$ cat config.mk
export PLATFORM = sky130hd
export DESIGN_NAME = box_mean_threshold
export DESIGN_NICKNAME = d
export VERILOG_FILES = /design/src/rtl/box_mean_threshold.sv
export SDC_FILE = /design/constraint.sdc
export NUM_CORES = 1
export LEC_CHECK = 0
export CAP_MARGIN = 20
export CORE_MARGIN = 10
export CORE_UTILIZATION = 40
export CTS_CLUSTER_DIAMETER = 150
export DETAILED_ROUTE_END_ITERATION = 10
export SLEW_MARGIN = 20
export SYNTH_ARGS = -nofsm -noshare
export SYNTH_HDL_FRONTEND = slang
export SYNTH_SLANG_ARGS = --single-unit
export TNS_END_PERCENT = 5
$ cat constraint.sdc
create_clock -name clock -period 7.35 [get_ports clock]
set_input_delay 1.8375 -clock clock [delete_from_list [all_inputs] [get_ports clock]]
set_output_delay 1.8375 -clock clock [all_outputs]
set_load 0.01 [all_outputs]
$ cat src/rtl/box_mean_threshold.sv
`default_nettype none
// ============================================================================
// Module  : box_mean_threshold
// Brief   : One-shot raster scan computing a (2R+1)^2 box mean minus OFFSET
//           per pixel and writing it to the threshold memory.
// Rev     : 1.0  initial release
// ============================================================================
module box_mean_threshold #(
    parameter int WIDTH_BITS  = 8,
    parameter int HEIGHT_BITS = 8,
    parameter int RADIUS      = 2,
    parameter int OFFSET      = 7
) (
    input  logic                   clock,
    input  logic                   reset,
    output logic [WIDTH_BITS-1:0]  oImageCol,
    output logic [HEIGHT_BITS-1:0] oImageRow,
    input  logic [7:0]             iImageData,
    output logic [WIDTH_BITS-1:0]  oThresholdCol,
    output logic [HEIGHT_BITS-1:0] oThresholdRow,
    output logic [7:0]             oThresholdData,
    output logic                   oThresholdWren,
    output logic                   finished
);

    localparam int TAPS  = (2*RADIUS+1) * (2*RADIUS+1);
    localparam int RECIP = (65536 + TAPS/2) / TAPS;
    localparam int SUM_W = 8 + $clog2(TAPS);
    localparam int TAP_W = (RADIUS == 0) ? 1 : $clog2(2*RADIUS+1);
    localparam int XW    = WIDTH_BITS + TAP_W + 1;
    localparam int YW    = HEIGHT_BITS + TAP_W + 1;
    localparam logic [TAP_W-1:0] TAP_LAST = TAP_W'(2*RADIUS);

    typedef enum logic [2:0] {
        S_IDLE  = 3'd0,
        S_READ  = 3'd1,
        S_DRAIN = 3'd2,
        S_CALC  = 3'd3,
        S_WRITE = 3'd4,
        S_DONE  = 3'd5
    } state_t;

    state_t                   state_q, state_d;
    logic [WIDTH_BITS-1:0]    col_q, col_d;
    logic [HEIGHT_BITS-1:0]   row_q, row_d;
    logic [TAP_W-1:0]         dx_q, dx_d;
    logic [TAP_W-1:0]         dy_q, dy_d;
    logic                     acc_en_q, acc_en_d;
    logic [SUM_W-1:0]         sum_q, sum_d;
    logic [WIDTH_BITS-1:0]    wcol_q, wcol_d;
    logic [HEIGHT_BITS-1:0]   wrow_q, wrow_d;
    logic [7:0]               wdata_q, wdata_d;
    logic                     wren_q, wren_d;
    logic                     finished_q, finished_d;

    // Tap coordinates: pixel + (d - RADIUS), replicated at the image border
    logic [XW-1:0]            w_sx, w_ox;
    logic [YW-1:0]            w_sy, w_oy;
    logic [WIDTH_BITS-1:0]    w_tap_col;
    logic [HEIGHT_BITS-1:0]   w_tap_row;

    always_comb begin
        w_sx = XW'(col_q) + XW'(dx_q);
        w_ox = w_sx - XW'(RADIUS);
        if (w_sx < XW'(RADIUS))
            w_tap_col = '0;
        else if (w_ox > XW'((1 << WIDTH_BITS) - 1))
            w_tap_col = '1;
        else
            w_tap_col = w_ox[WIDTH_BITS-1:0];

        w_sy = YW'(row_q) + YW'(dy_q);
        w_oy = w_sy - YW'(RADIUS);
        if (w_sy < YW'(RADIUS))
            w_tap_row = '0;
        else if (w_oy > YW'((1 << HEIGHT_BITS) - 1))
            w_tap_row = '1;
        else
            w_tap_row = w_oy[HEIGHT_BITS-1:0];
    end

    assign oImageCol = (state_q == S_READ) ? w_tap_col : '0;
    assign oImageRow = (state_q == S_READ) ? w_tap_row : '0;

    // Rounded mean via fixed-point reciprocal, saturated to 8 bits, then floored offset
    logic [31:0] w_prod;
    logic [31:0] w_mean_full;
    logic [7:0]  w_mean;
    logic [7:0]  w_thr;

    always_comb begin
        w_prod      = 32'(sum_q) * 32'(RECIP) + 32'd32768;
        w_mean_full = w_prod >> 16;
        w_mean      = (w_mean_full > 32'd255) ? 8'hFF : w_mean_full[7:0];
        w_thr       = (w_mean > 8'(OFFSET)) ? (w_mean - 8'(OFFSET)) : 8'd0;
    end

    always_comb begin
        state_d    = state_q;
        col_d      = col_q;
        row_d      = row_q;
        dx_d       = dx_q;
        dy_d       = dy_q;
        acc_en_d   = 1'b0;
        sum_d      = sum_q;
        wcol_d     = wcol_q;
        wrow_d     = wrow_q;
        wdata_d    = wdata_q;
        wren_d     = 1'b0;
        finished_d = finished_q;

        // Memory data lags its address by one cycle, so accumulation follows acc_en_q
        if (acc_en_q)
            sum_d = sum_q + SUM_W'(iImageData);

        case (state_q)
            S_IDLE: begin
                state_d = S_READ;
                sum_d   = '0;
                dx_d    = '0;
                dy_d    = '0;
            end
            S_READ: begin
                acc_en_d = 1'b1;
                if (dx_q == TAP_LAST) begin
                    dx_d = '0;
                    if (dy_q == TAP_LAST) begin
                        dy_d    = '0;
                        state_d = S_DRAIN;
                    end else begin
                        dy_d = dy_q + 1'b1;
                    end
                end else begin
                    dx_d = dx_q + 1'b1;
                end
            end
            S_DRAIN: begin
                state_d = S_CALC;
            end
            S_CALC: begin
                state_d = S_WRITE;
                wren_d  = 1'b1;
                wcol_d  = col_q;
                wrow_d  = row_q;
                wdata_d = w_thr;
            end
            S_WRITE: begin
                if ((col_q == '1) && (row_q == '1)) begin
                    state_d    = S_DONE;
                    finished_d = 1'b1;
                end else begin
                    col_d   = col_q + 1'b1;
                    if (col_q == '1)
                        row_d = row_q + 1'b1;
                    sum_d   = '0;
                    state_d = S_READ;
                end
            end
            S_DONE: begin
                state_d = S_DONE;
            end
            default: begin
                state_d = S_IDLE;
            end
        endcase
    end

    always_ff @(posedge clock or negedge reset) begin
        if (!reset) begin
            state_q    <= S_IDLE;
            col_q      <= '0;
            row_q      <= '0;
            dx_q       <= '0;
            dy_q       <= '0;
            acc_en_q   <= 1'b0;
            sum_q      <= '0;
            wcol_q     <= '0;
            wrow_q     <= '0;
            wdata_q    <= '0;
            wren_q     <= 1'b0;
            finished_q <= 1'b0;
        end else begin
            state_q    <= state_d;
            col_q      <= col_d;
            row_q      <= row_d;
            dx_q       <= dx_d;
            dy_q       <= dy_d;
            acc_en_q   <= acc_en_d;
            sum_q      <= sum_d;
            wcol_q     <= wcol_d;
            wrow_q     <= wrow_d;
            wdata_q    <= wdata_d;
            wren_q     <= wren_d;
            finished_q <= finished_d;
        end
    end

    assign oThresholdCol  = wcol_q;
    assign oThresholdRow  = wrow_q;
    assign oThresholdData = wdata_q;
    assign oThresholdWren = wren_q;
    assign finished       = finished_q;

endmodule
`default_nettype wire

Yosys cells after proc, flatten, opt, wreduce, memory -nomap -nowiden
Cells that the tools add are included.

$mul: 1. Bitwise gates (word level): 1. $add $sub $neg: 11. Reduce and logical (&&, ||, !) cells: 8. Eq/ne operators: 11. Mux-type cells: 22. Magnitude comparators: 6.

Operator list (count): two-way mux 8 bit (8); adder 25 x 16 -> 26 bit (second input constant) (1); two-way mux 13 bit (2); case mux 13 bit (2 select lines) (1); multiplier 13 x 12 -> 25 bit (second input constant) (1); greater-than comparator 12 x 8 -> 1 bit (second input constant) (2); subtractor 9 x 2 -> 10 bit (second input constant) (2); adder 8 x 3 -> 9 bit (2); < comparator 9 x 2 -> 1 bit (second input constant) (2); two-way mux 3 bit (6); case mux 3 bit (6 select lines) (1); adder 8 x 1 -> 8 bit (second input constant) (2); == test 8 bit (second input constant) (2); adder 13 x 8 -> 13 bit (1); == test 3 bit (second input constant) (4); case mux 3 bit (2 select lines) (2); greater-than comparator 10 x 8 -> 1 bit (second input constant) (1); greater-than comparator 8 x 3 -> 1 bit (second input constant) (1); AND reduction 2 bit (4); subtractor 8 x 3 -> 8 bit (second input constant) (1); adder 3 x 1 -> 3 bit (second input constant) (2); == test 3 x 2 -> 1 bit (second input constant) (2); != test 2 x 1 -> 1 bit (second input constant) (2); == test 3 x 1 -> 1 bit (second input constant) (1); 6 further kinds (7).

Bits in registers: 65. Output and inout bits: 42.

Depth between registers and ports, before layout
Depth in word-level cells: 6. Depth in mapped cells: 25.

Worst setup path before layout
OpenSTA, ideal clock, no wires.

Kind: register to register. Start: register sum_q[9]. End: register wdata_q[4] (netlist: oThresholdData[4]). Buffers on the path: 0. Data arrival time: 5.396 ns. Stages on the path, launching flop included: 23. Path slack: 1.818 ns. Path through: dfrtp_1 > fa_1 > ha_1 > inv_1 > fa_1 > inv_1 > fa_1 > inv_1 > fa_1 > inv_1 > ha_1 > and3_2 > a31oi_1 > a21oi_1 > o21a_1 > nor4_1 > or2_2 > nand2_1 > ha_1 > a21oi_1 > xor2_1 > a21oi_1 > o21ai_1.

Word-level cells in the longest chain between the ends: 6.

Ends and longest elaborated chain: from (decl) (RTL line 49) `logic [SUM_W-1:0] sum_q, sum_d;`; from (signal assigned) (RTL line 189) `sum_q <= sum_d;`; multiplier 13 x 12 -> 25 bit * (RTL line 92) `w_prod = 32'(sum_q) * 32'(RECIP) + 32'd32768;`; adder 25 x 16 -> 26 bit * (RTL line 92); greater-than comparator 10 x 8 -> 1 bit (RTL line 94) `w_mean = (w_mean_full > 32'd255) ? 8'hFF : w_mean_full[7:0];`; two-way mux 8 bit * (RTL line 94); subtractor 8 x 3 -> 8 bit / greater-than comparator 8 x 3 -> 1 bit (equally long branches) (RTL line 95) `w_thr = (w_mean > 8'(OFFSET)) ? (w_mean - 8'(OFFSET)) : 8'd0;`; two-way mux 8 bit * (RTL line 95); to (signal assigned) (RTL line 192) `wdata_q <= wdata_d;`; to (decl) (RTL line 52) `logic [7:0] wdata_q, wdata_d;`.

Mark *: on every way between the ends. The rest lies on a longest branch, timed or not. A chain may end at the register's enable or synchronous reset.

Final worst setup path
Start: register sum_q[5]. End: register wdata_q[4] (netlist: oThresholdData[4]).

The elaborated chain is that of the path after synthesis.

==> flow_summary_export.csv <==
group,metric,value,unit
cts,postCtsHoldBufs,0,
global_route,grt_max_degree,66,
cts,cts_tree,"done",
worst_setup_path,path_max_fanout,7,
min_path,min_path_cells,1,
drt,antenna_left,0,
cts,clockRootBuffer,"clkbuf_16",
drt,detail_route.wirelength,15.4,mm
cts,clock_tree.htree_level_count,3,
floorplan,fp.dieW,154,um
yosys,async_flop_share,100,%
yosys,synth_top_area_share,22.8,%
worst_setup_path,cp-end-kind,"flop",
drt,post_drt_wl_per_cell,14.3,um
placement,io_buffers,51,
drt,drc,0,
cts,clkTransAtPathRegs,60,ps
timing,rsz0062_at_grt,"false",
yosys,synth_edf_count,0,
cts,insertion_delay,330,ps
global_route,grt_pass1_vias,5229,
timing,slew_viol_final,0,
run,cap_viol_max_count,0,
timing,worst_pin_slew,878,ps
layout,diodes,0,
global_route,antenna_found_initial,0,
drt,routed_via_density,5.00,
floorplan,start_util,41.0,%
global_route,grt_pass1_wl,26.4,mm
worst_setup_path,critical_path_required,7610,ps
timing,hold_violations,0,
placement,hpwlAfterDp,12.5,mm
floorplan,core,17400,um^2
drt,dr.pass1.iters,5,
yosys,yosysUniqueCellTypes,59,
floorplan,ios,52,
layout,drive_gt1_share,3.88,%
min_path,hold_class,"flop to flop",
timing,fin_skew,9.11,ps
worst_setup_path,cp.arrival,6300,ps
yosys,avgSynthCellArea,8.93,um^2
timing,period_share,82.1,%
yosys,ys_ff_latch,65,
timing,fmax,0.166,GHz
yosys,synth_seq_area_share,22.8,%
floorplan,fp-row-count,48,
cts,cts_buffer_depth,2,
yosys,syn-num-nets,976,
timing,setup_viol,0,
global_route,overflow,0,
cts,post_cts_resized,0,
drt,drt-initial-drc-count,238,
floorplan,dieArea,23600,um^2
cts,cts_buffers,9,
yosys,syn_inst,800,
global_route,grt.total_usage,13.2,%
timing,setup-tns-final,0,ps
yosys,synth.area.top_cells,"dfrtp_1, ha_1, fa_1",
layout,synthToLayoutAreaGrowth,14.8,%
cts,cts_setup_buffers,0,
worst_setup_path,crit_type,"flop to flop",
worst_setup_path,worstSetupStartpointType,"flop",
cts,numClockSinks,65,
drt,vias,5379,
floorplan,die_h,154,um
worst_setup_path,ff2ff_path_depth,23,
yosys,synth_top_area_cell,"dfrtp_1",
yosys,ys_warn_count,0,
timing,layout_min_cycle_time,6040,ps
outcome,status,"completed",
layout,nets,1022,
placement,gp_congestion,0.858,
yosys,ys.flop_type,"dfrtp_1",
timing,max_slew_margin,41.4,%
yosys,netlist_area,7150,um^2
==> worst paths after layout <==
path / startpoint / to / slack (ps)
worst max-delay path: sum_q[5]$_DFF_PN0_ / oThresholdData[4]$_DFFE_PN0P_ / 1310
worst min-delay path: finished$_DFFE_PN0P_ / finished$_DFFE_PN0P_ / 460
worst max register to register: sum_q[5]$_DFF_PN0_ / oThresholdData[4]$_DFFE_PN0P_ / 1310
worst min register to register: finished$_DFFE_PN0P_ / finished$_DFFE_PN0P_ / 460
max in group asynchronous: reset / oThresholdData[7]$_DFFE_PN0P_ / 5120
min in group asynchronous: reset / oThresholdRow[5]$_DFFE_PN0P_ / 1690
==> worst max-delay path: stages, from the launching register on <==
cell and delay, ps:
dfrtp_1 470, ha_1 240, inv_1 60, fa_1 470, inv_1 100, fa_1 530, fa_1 550, inv_1 50
fa_1 520, inv_1 40, ha_1 370, a21oi_1 200, o21ai_0 110, a31oi_1 300, a21oi_1 160, o21a_1 230
nor4_1 470, or2_2 260, nand2_1 70, ha_1 240, a21oi_1 160, xor2_1 160, a21oi_1 80, o21ai_1 120
==> Yosys cell counts, types with 3 or more instances <==
cell and count:
inv_1 134, ha_1 115, nand2_1 96, dfrtp_1 65
fa_1 51, nor2_1 45, a21oi_1 44, xnor2_1 34
o21ai_0 25, xor2_1 20, clkbuf_1 15, a21o_1 14
nand3_1 14, mux2i_1 13, nand4_1 12, and2_1 11
nand2b_1 9, o211ai_1 8, o21ai_1 8, nor3_1 7
o21bai_1 5, o21a_1 4, nor4_1 3
==> layer usage <==
layer / up-vias / wire [um] / GRT usage, %
met2: 83 / 6790 / 19.6
met4: 0 / 72 / 1.98
li1: 2744 / - / -
met5: - / 0 / 0
met1: 2545 / 7880 / 19.4
met3: 7 / 647 / 2.82
==> placed cells by master (no fill, tap or decap), types with 2 or more instances in the layout <==
master	n
a211oi_1	2
a21boi_0	2
a21o_1	14
a21oi_1	44
a21oi_2	2
a31oi_1	2
and2_1	11
and3_1	2
and4_1	2
buf_4	3
bufinv_16	2
clkbuf_16	9
clkdlybuf4s50_1	50
clkinv_4	2
dfrtp_1	65
fa_1	51
ha_1	115
inv_1	134
inv_6	2
mux2_2	2
mux2i_1	13
nand2_1	96
nand2b_1	9
nand3_1	14
nand3b_1	2
nand4_1	12
nor2_1	45
nor2b_1	2
nor3_1	7
nor3_2	2
nor4_1	3
o211ai_1	8
o21a_1	4
o21ai_0	25
o21ai_1	8
o21bai_1	5
o22ai_1	2
xnor2_1	34
xor2_1	20
==> registers in the layout (all words and copies together), names as in the netlist <==
signal,flops
state_q,3
oThresholdCol,8
col_q,8
sum_q,13
acc_en_q,1
dx_q,3
oThresholdWren,1
oThresholdData,8
oThresholdRow,8
finished,1
dy_q,3
row_q,8
==> final cells by class <==
type	count	area [um^2]
multi-input cells	582	4940
fillers	1681	9210
inverters	134	503
flip-flops and latches	65	1630
well taps	225	282
clock buffers	9	225
clock inverters	7	103
repair buffers	54	528
==> per-stage QoR <==
| step | util, % | area (um^2) | hold WS (ps) | instances | setup WS [ps] |
|---|---|---|---|---|---|
| 2_1_floorplan | - | 7150 | 498 | 800 | 1820 |
| 3_3_place_gp | 45.2 | 7880 | 458 | 1060 | 1430 |
| 5_1_grt | 47.1 | 8200 | 494 | 1076 | 844 |
| 6_report | 47.1 | 8200 | 465 | 1076 | 1310 |
| 3_5_place_dp | 45.2 | 7880 | 458 | 1060 | 1350 |
| 4_1_cts | 47.1 | 8200 | 473 | 1076 | 1320 |
==> kinds of logic after synthesis <==
group / Yosys count / share of synthesized area (%)
flip-flops: 65 / 22.8
adder cells (fa/ha/maj): 166 / 34.4
AND/OR/NAND/NOR: 214 / 13.8
XOR/XNOR: 54 / 6.62
AO/OA/AOI/OAI: 133 / 12.1
multiplexers: 15 / 2.14
buffers and inverters: 153 / 8.16
Power is not shown: default switching activity piles up to over one toggle a cycle in this logic, so the estimate is an artifact.
